==> src/rtl/clarvi_split_sequencer.sv <==
// clarvi_split_sequencer: runs one 64-bit op as two 32-bit ALU beats, ordered by op class, and assembles the result.
module clarvi_split_sequencer (
  input  logic        clock,
  input  logic        reset,
  input  logic        in_valid,
  output logic        in_ready,
  input  logic        in_high_first,
  input  logic        in_is32,
  input  logic [63:0] in_rs1,
  input  logic [63:0] in_rs2,
  output logic        alu_part,
  output logic [31:0] alu_rs1,
  output logic [31:0] alu_rs2,
  output logic        alu_stall,
  input  logic [31:0] alu_result,
  output logic        out_valid,
  input  logic        out_ready,
  output logic [63:0] out_result,
  input  logic        flush
);
  typedef enum logic [1:0] {IDLE, BEAT1, BEAT2, DONE} state_t;
  state_t r_state, w_next;
  logic [63:0] r_rs1, r_rs2, r_result;
  logic r_upper_first;
  logic w_accept;
  assign w_accept = in_valid && in_ready;
  always_ff @(posedge clock)
    r_state <= !reset ? IDLE : w_next;
  always_comb begin
    w_next = r_state;
    if (flush) w_next = IDLE;
    else
      case (r_state)
        IDLE:  w_next = w_accept ? BEAT1 : IDLE;
        BEAT1: w_next = BEAT2;
        BEAT2: w_next = DONE;
        DONE:  w_next = out_ready ? (in_valid ? BEAT1 : IDLE) : DONE;
      endcase
  end
  always_comb begin
    in_ready  = !flush && (r_state == IDLE || (r_state == DONE && out_ready));
    alu_stall = !(r_state == BEAT1 || r_state == BEAT2);
    alu_part  = r_state == BEAT1 ? r_upper_first : r_state == BEAT2 ? !r_upper_first : 1'b0;
    out_valid = r_state == DONE;
  end
  assign alu_rs1    = alu_part ? r_rs1[63:32] : r_rs1[31:0];
  assign alu_rs2    = alu_part ? r_rs2[63:32] : r_rs2[31:0];
  assign out_result = r_result;
  // W ops stay lower-first so the ALU can sign-extend from its carried state
  always_ff @(posedge clock)
    if (!reset) begin
      r_rs1         <= '0;
      r_rs2         <= '0;
      r_upper_first <= 1'b0;
      r_result      <= '0;
    end else begin
      if (w_accept) begin
        r_rs1         <= in_rs1;
        r_rs2         <= in_rs2;
        r_upper_first <= in_high_first && !in_is32;
      end
      if (!alu_stall) begin
        if (alu_part) r_result[63:32] <= alu_result;
        else r_result[31:0] <= alu_result;
      end
    end
endmodule

==> config.mk <==
export PLATFORM = sky130hd
export DESIGN_NAME = clarvi_split_sequencer
export DESIGN_NICKNAME = d
export VERILOG_FILES = /design/src/rtl/clarvi_split_sequencer.sv
export SDC_FILE = /design/constraint.sdc
export NUM_CORES = 1
export LEC_CHECK = 0
export ABC_AREA = 1
export BUFFER_PORTS_ARGS = -buffer_cell sky130_fd_sc_hd__buf_2
export CAP_MARGIN = 20
export CORE_MARGIN = 5
export CORE_UTILIZATION = 40
export CTS_CLUSTER_DIAMETER = 60
export DETAILED_ROUTE_END_ITERATION = 10
export HOLD_SLACK_MARGIN = 0.03
export PLACE_DENSITY = 0.65
export SLEW_MARGIN = 20
export SYNTH_ARGS = -nofsm -noshare
export SYNTH_HDL_FRONTEND = slang
export SYNTH_SLANG_ARGS = --single-unit
==> constraint.sdc <==
create_clock -name clock -period 2.1 [get_ports clock]
set_input_delay 0.105 -clock clock [delete_from_list [all_inputs] [get_ports clock]]
set_output_delay 0.105 -clock clock [all_outputs]
set_load 0.1 [all_outputs]
==> results of run 1 <==
[state kept, by name, indices dropped and copies added (netlist names)]
signal and flops:
r_upper_first 1, out_result 64, r_state 2, r_rs1 64, r_rs2 64
[where the power goes]
| group | total, uW | switching, uW | internal, uW |
|---|---|---|---|
| registers | 4060 | 127 | 3930 |
| clock network | 3280 | 1600 | 1680 |
| logic | 3280 | 2110 | 1170 |
[layout make-up]
class / instances / area (sq um)
Antenna cell: 2 / 5.00
Clock buffer: 17 / 425
Clock inverter: 14 / 146
Fill cell: 1780 / 7240
Inverter: 299 / 1130
Multi-Input combinational cell: 925 / 4660
Sequential cell: 195 / 3910
Tap cell: 285 / 357
Timing Repair Buffer: 506 / 4830
[synth_stat cells, types with 3 or more instances]
| cell | instances |
|---|---|
| buf_6 | 10 |
| nand2_1 | 459 |
| clkbuf_1 | 34 |
| inv_1 | 297 |
| buf_1 | 5 |
| o21ai_0 | 61 |
| dfxtp_1 | 195 |
| nand4_1 | 64 |
| a21oi_1 | 3 |
| clkbuf_2 | 4 |
| buf_4 | 3 |
| buf_2 | 33 |
| nor2_1 | 322 |
| ha_1 | 5 |
| o21ai_1 | 4 |
[what timing repair did]
| item | CTS | global route |
|---|---|---|
| cloned | 4 | 6 |
| hold endpoints to repair | 170 | 0 |
| setup buffers | 8 | 3 |
| setup endpoints to repair | 64 | 63 |
| pin swaps | 4 | 6 |
| resized for setup | 40 | 59 |
| hold buffers | 156 | 0 |
[through the flow]
stage          setup WS, ns  utilization  instance area, sq um  instances  TNS (ns)
3_3_place_gp          0.240        0.557                 12700       2033         0
3_5_place_dp          0.202        0.557                 12700       2033         0
5_1_grt             -0.0954        0.681                 15500       2243     -3.13
2_1_floorplan        -0.435            -                  9890       1508    -19.52
6_report            -0.0303        0.681                 15500       2243    -0.330
4_1_cts             -0.0458        0.665                 15100       2232    -0.766
[tightest hold or removal path: stages]
cell	delay [ns]
buf_2	0.09
inv_1	0.05
nand4_1	0.07
nand2_1	0.05
nor2_1	0.07
[logic make-up after synthesis]
group                    Yosys count  synth area share
adder cells (fa/ha/maj)            5           0.00674
flip-flops                       195             0.421
AO/OA/AOI/OAI                     71            0.0391
buffers and inverters            388             0.171
AND/OR/NAND/NOR                  849             0.362
[final timing paths]
kind	slack, ns	cells after the start	endpoint
setup / recovery	-0.03	8	alu_rs2[20]
hold / removal	0.04	5	out_result[48]
setup reg to reg	0.21	10	out_result[21]
hold reg to reg	0.51	4	out_result[38]
[routing by layer]
| metal | vias up | global-route usage | part of all wire |
|---|---|---|---|
| met3 | 55 | 0.0655 | 0.072 |
| li1 | 5255 | - | - |
| met1 | 4574 | 0.280 | 0.41 |
| met2 | 329 | 0.402 | 0.50 |
| met5 | - | 0 | 0.00041 |
| met4 | 2 | 0.0742 | 0.023 |
[layout by cell type (no fill, tap or decap), types with 3 or more instances in the layout]
cell type / Yosys / final
buf_6: 10 / 4
dlygate4sd3_1: 0 / 156
inv_6: 0 / 3
o21ai_1: 4 / 4
inv_4: 0 / 3
nand2_1: 459 / 417
buf_2: 33 / 232
inv_8: 0 / 4
buf_12: 0 / 76
inv_1: 297 / 295
buf_8: 0 / 4
buf_16: 0 / 6
nand4_1: 64 / 64
nor2_1: 322 / 322
o21ai_4: 0 / 57
nand2_2: 0 / 31
o21ai_2: 0 / 3
buf_4: 3 / 22
clkinvlp_4: 0 / 3
dfxtp_1: 195 / 193
nand2_4: 0 / 10
clkbuf_16: 0 / 23
==> results.toml, run 1 <==
[sta]
hold_slack_ns = 0.0407
max_freq_ghz = 0.469
finalSetupViolCount = 27
rsz0062_at_grt = "true"
period_share = 1.01
setup_slack_ns = -0.0303
maxSlewViolCount = 0
fin_crit_ns = 2.13
finalClockSkew_ns = 0.00893
worst_slew_pin_slew_ns = 0.511
hold_viol = 0
relSlewSlack = 0.661

[synthesis]
avgSynthCellArea_sq_um = 6.15
synth_top_area_frac = 0.421
synth-edff-count = 0
dominantRegCellSynth = "dfxtp_1"
syn-cell-area_sq_um = 9280
syn_inst = 1508
synthArstFlopShare = 0
ys_types = 20
ys_seq_area_frac = 0.421
synthTopCellsByArea = "dfxtp_1 42%, nand2_1 19%, nor2_1 13%"
synth_seq_cells = 195
synth_warnings = 0
synth_top_cell_by_area = "dfxtp_1"
syn_nets = 1680

[place]
port_buffers = 298
hpwl_um = 19700
place_congestion = 0.852

[detailed_routing]
routedWlPerCell_um = 14.3
drc = 0
ant_nets = 0
finalWirelength_um = 32000
drtIter0Drc = 565
routed_via_density = 4.55
dr.pass1.iters = 5
num_vias = 10200

[setup_path]
critical_path.slowest_cell = "dfxtp_4"
critPathMaxFanout = 11
path_cells = "buf_12 -> ha_4 -> nand3_4 -> nand2_8 -> buf_12 -> buf_16 -> o21ai_4 -> buf_12"
critPathMaxStageDelay_ns = 0.37
cpMostUsedCell = "buf_12"
crit_path_end_kind = "primary output"
r2r-start = "r_state[1]"
crit_start = "r_state[1]"
setup.worst_path.class = "register to primary output"
cp_top_family = "buffers and inverters"
cp-start-kind = "register"
cp.arrival_ns = 2.03
path_buf_inv = 4
required_ns = 2.00

[pwr]
p_leak_uw = 0.00805
vdd_ir_drop_max_mv = 0.463
total_power_uw = 10600
p_per_area_nw_per_um2 = 686

[global_routing]
grt_max_degree = 59
grt.overflow.total = 0
grt_first_pass_wirelength_um = 50800
grt_pass1_vias = 10100
track_usage = 0.233
antenna_found_initial = 3

[cells_and_area]
drive_above_1_share = 0.253
area_delta_synth_final_pct = 66.7
layout.nets = 2116

[run]
maxCapViolCount = 0

[clock_network]
clock-sinks = 195
clkLatencyLatePin_ns = 0.43
cts_tree = "done"
cts_buffer_depth = 2
cts-root-buf = "clkbuf_16"
cts_max_level = 4
cts_buffers = 17
cts.clk_slew.worst_paths_ns = 0.08

[outcome]
outcome = "complete, but fails checks"
violations = "negative setup slack"

[floorplan]
ioPinCount = 299
die_h_um = 162
core_area_sq_um = 22700
rows = 55
die_area_sq_um = 26300
start_util = 0.409
die_x_um = 162

[worst_hold_path]
min-delay-start = "alu_result[16]"
hold_class = "primary input to register"
(Power assumes the default switching activity.)
==> run 2: changes to the inputs <==
Settings changed: ABC_AREA 1 to unset, CTS_BUF_LIST set to sky130_fd_sc_hd__clkbuf_8, CTS_CLUSTER_SIZE set to 20, PLACE_DENSITY 0.65 to 0.66.
==> results.toml, run 2 <==
[detailed_routing]
num_vias = 8892
routedWlPerCell_um = 18.9
drc = 0
dr.pass1.iters = 8
ant_nets = 0
drtIter0Drc = 511
finalWirelength_um = 32500
routed_via_density = 5.18

[place]
port_buffers = 298
place_ws_ns = -0.00960
placedCellCount = 1496
hpwl_um = 17700
place_congestion = 0.822

[setup_path]
critPathMaxStageDelay_ns = 0.36
critical_path.slowest_cell = "dfxtp_2"
setup.worst_path.class = "register to primary output"
cp-start-kind = "register"
critPathMaxFanout = 7
path_buf_inv = 5
required_ns = 2.00
path_cells = "buf_6 -> ha_4 -> buf_8 -> a21oi_4 -> buf_8 -> clkbuf_16 -> mux2_2 -> buf_6"
crit_path_end_kind = "primary output"
cp_top_family = "buffers and inverters"
cp.arrival_ns = 2.28

[synthesis]
synth_warnings = 0
syn-cell-area_sq_um = 8770
synth_top_area_frac = 0.445
syn_inst = 979
synth-edff-count = 0
muxShareOfSynthArea = 0.266
synth_seq_cells = 195
synth_top_family_by_area = "multiplexers"
synth_xor_area_frac = 0
synthTopCellsByArea = "dfxtp_1 45%, mux2i_1 18%, nand2_1 14%"
syn_nets = 1151
yosysMostFrequentCell = "nand2_1"
synth_top_cell_by_area = "dfxtp_1"
synthArstFlopShare = 0
dominantRegCellSynth = "dfxtp_1"
avgSynthCellArea_sq_um = 8.96
ys_types = 25
synth_compound_area_frac = 0.0791
synth_commonest_cells = "322 x nand2_1, 195 x dfxtp_1, 161 x mux2i_1"
synth-simple-area-share = 0.146
ys_seq_area_frac = 0.445
synthAdderAreaFrac = 0.00714

[cells_and_area]
stdcell_count = 1718
drive_above_1_share = 0.312
area_delta_synth_final_pct = 61.6
layout.nets = 1592
fin_util = 0.653
final_common_cell = "nand2_1"
nFillCells = 1600
multiInputGateArea_sq_um = 4660
layout_common_cells = "322 x nand2_1, 230 x buf_2, 193 x dfxtp_1"
regArea_sq_um = 3910

[sta]
hold_viol = 0
max_freq_ghz = 0.419
relSlewSlack = 0.595
finalClockSkew_ns = 0.0174
maxSlewViolCount = 0
hold_slack_ns = 0.124
fin_crit_ns = 2.39
rsz0062_at_grt = "true"
worst_slew_pin_slew_ns = 0.608
period_share = 1.14
setup_slack_ns = -0.289
finalSetupViolCount = 65

[clock_network]
cts.clk_slew.worst_paths_ns = 0.11
cts_buffer_depth = 2
cts_buffers = 17
cts_max_level = 4
cts-root-buf = "clkbuf_8"
clkLatencyLatePin_ns = 0.45
clock-sinks = 195
cts_tree = "done"

[floorplan]
ioPinCount = 299
die_x_um = 158
die_area_sq_um = 25000
die_h_um = 158
rows = 54
start_util = 0.404
core_area_sq_um = 21700

[pwr]
total_power_uw = 8760
p_per_area_nw_per_um2 = 618
p_leak_uw = 0.00622
vdd_ir_drop_max_mv = 0.355

[global_routing]
grt_max_degree = 83
grt_first_pass_wirelength_um = 46600
grt.overflow.total = 0
track_usage = 0.234
grt_pass1_vias = 8874
antenna_found_initial = 5

[run]
maxCapViolCount = 0

[outcome]
violations = "negative setup slack"
outcome = "complete, but fails checks"

[worst_hold_path]
hold_class = "primary input to register"
==> run 2: changes by cell type in the layout (fill, tap and decap cells not counted), moves of 58 or more <==
cell,delta
nand4_1,-64
nor2_1,-321
mux2i_1,+161
mux2_4,+58
nand2_1,-95
inv_1,-261
==> run 2: cells by family after synthesis <==
kind of cell | count (synthesis)
and+or+nand+nor | 333
adders and majority gates | 5
muxes | 225
buffers and inverters | 117
AOI/OAI and AO/OA | 104
DFF | 195
==> run 2: layer usage <==
| metal | global-route usage | wire length (um) | vias up |
|---|---|---|---|
| met4 | 0.106 | 1720 | 0 |
| met5 | 0 | 0 | - |
| met2 | 0.414 | 16300 | 393 |
| met3 | 0.0560 | 2260 | 111 |
| li1 | - | - | 4194 |
| met1 | 0.269 | 12200 | 4194 |
==> run 2: worst register-to-register path, delay by kind of cell, from the launching register on <==
kind	cells	cell delay, ns
buffers and inverters	5	0.87
adder cells (fa/ha/maj)	1	0.16
multiplexers	1	0.30
AO/OA/AOI/OAI	1	0.27
flip-flops	1	0.36
==> run 2: layout make-up <==
| class | instances | share of cell area |
|---|---|---|
| repair buffers | 502 | 0.331 |
| multi-input cells | 667 | 0.329 |
| flip-flops and latches | 195 | 0.276 |
| well taps | 280 | 0.0247 |
| clock buffers | 18 | 0.0175 |
| inverters | 37 | 0.0102 |
| clock inverters | 14 | 0.0101 |
| diodes | 5 | 0.000883 |
==> run 2: worst paths after layout <==
check	start	end	slack, ns	depth (start not counted)
setup / recovery	r_state[0]	alu_rs2[5]	-0.29	8
setup reg to reg	r_state[0]	out_result[27]	0.07	8
hold / removal	in_valid	r_state[0]	0.12	4
hold reg to reg	out_result[4]	out_result[4]	0.46	2
==> run 2: what timing repair did <==
item / 4_1_cts / 5_1_grt
setup endpoints to repair: 66 / 126
pin swaps: 1 / 3
buffers inserted: 11 / 3
hold buffers: 166 / 0
resized for setup: 207 / 139
gates cloned: 5 / 4
endpoints found under the hold margin: 195 / 0
==> run 2: stage by stage <==
stage,area (sq um),TNS (ns)
floorplan,8780,-0.705
global placement,10600,0
detailed placement,10600,-0.0205
CTS,13600,-18.73
global route,14200,-21.24
finish,14200,-14.68
==> run 2: power breakdown <==
part           leakage (uW)  internal (uW)  switching [uW]
sequential          0.00159           3860             115
clock              0.000195            914            1490
combinational       0.00443            959            1420
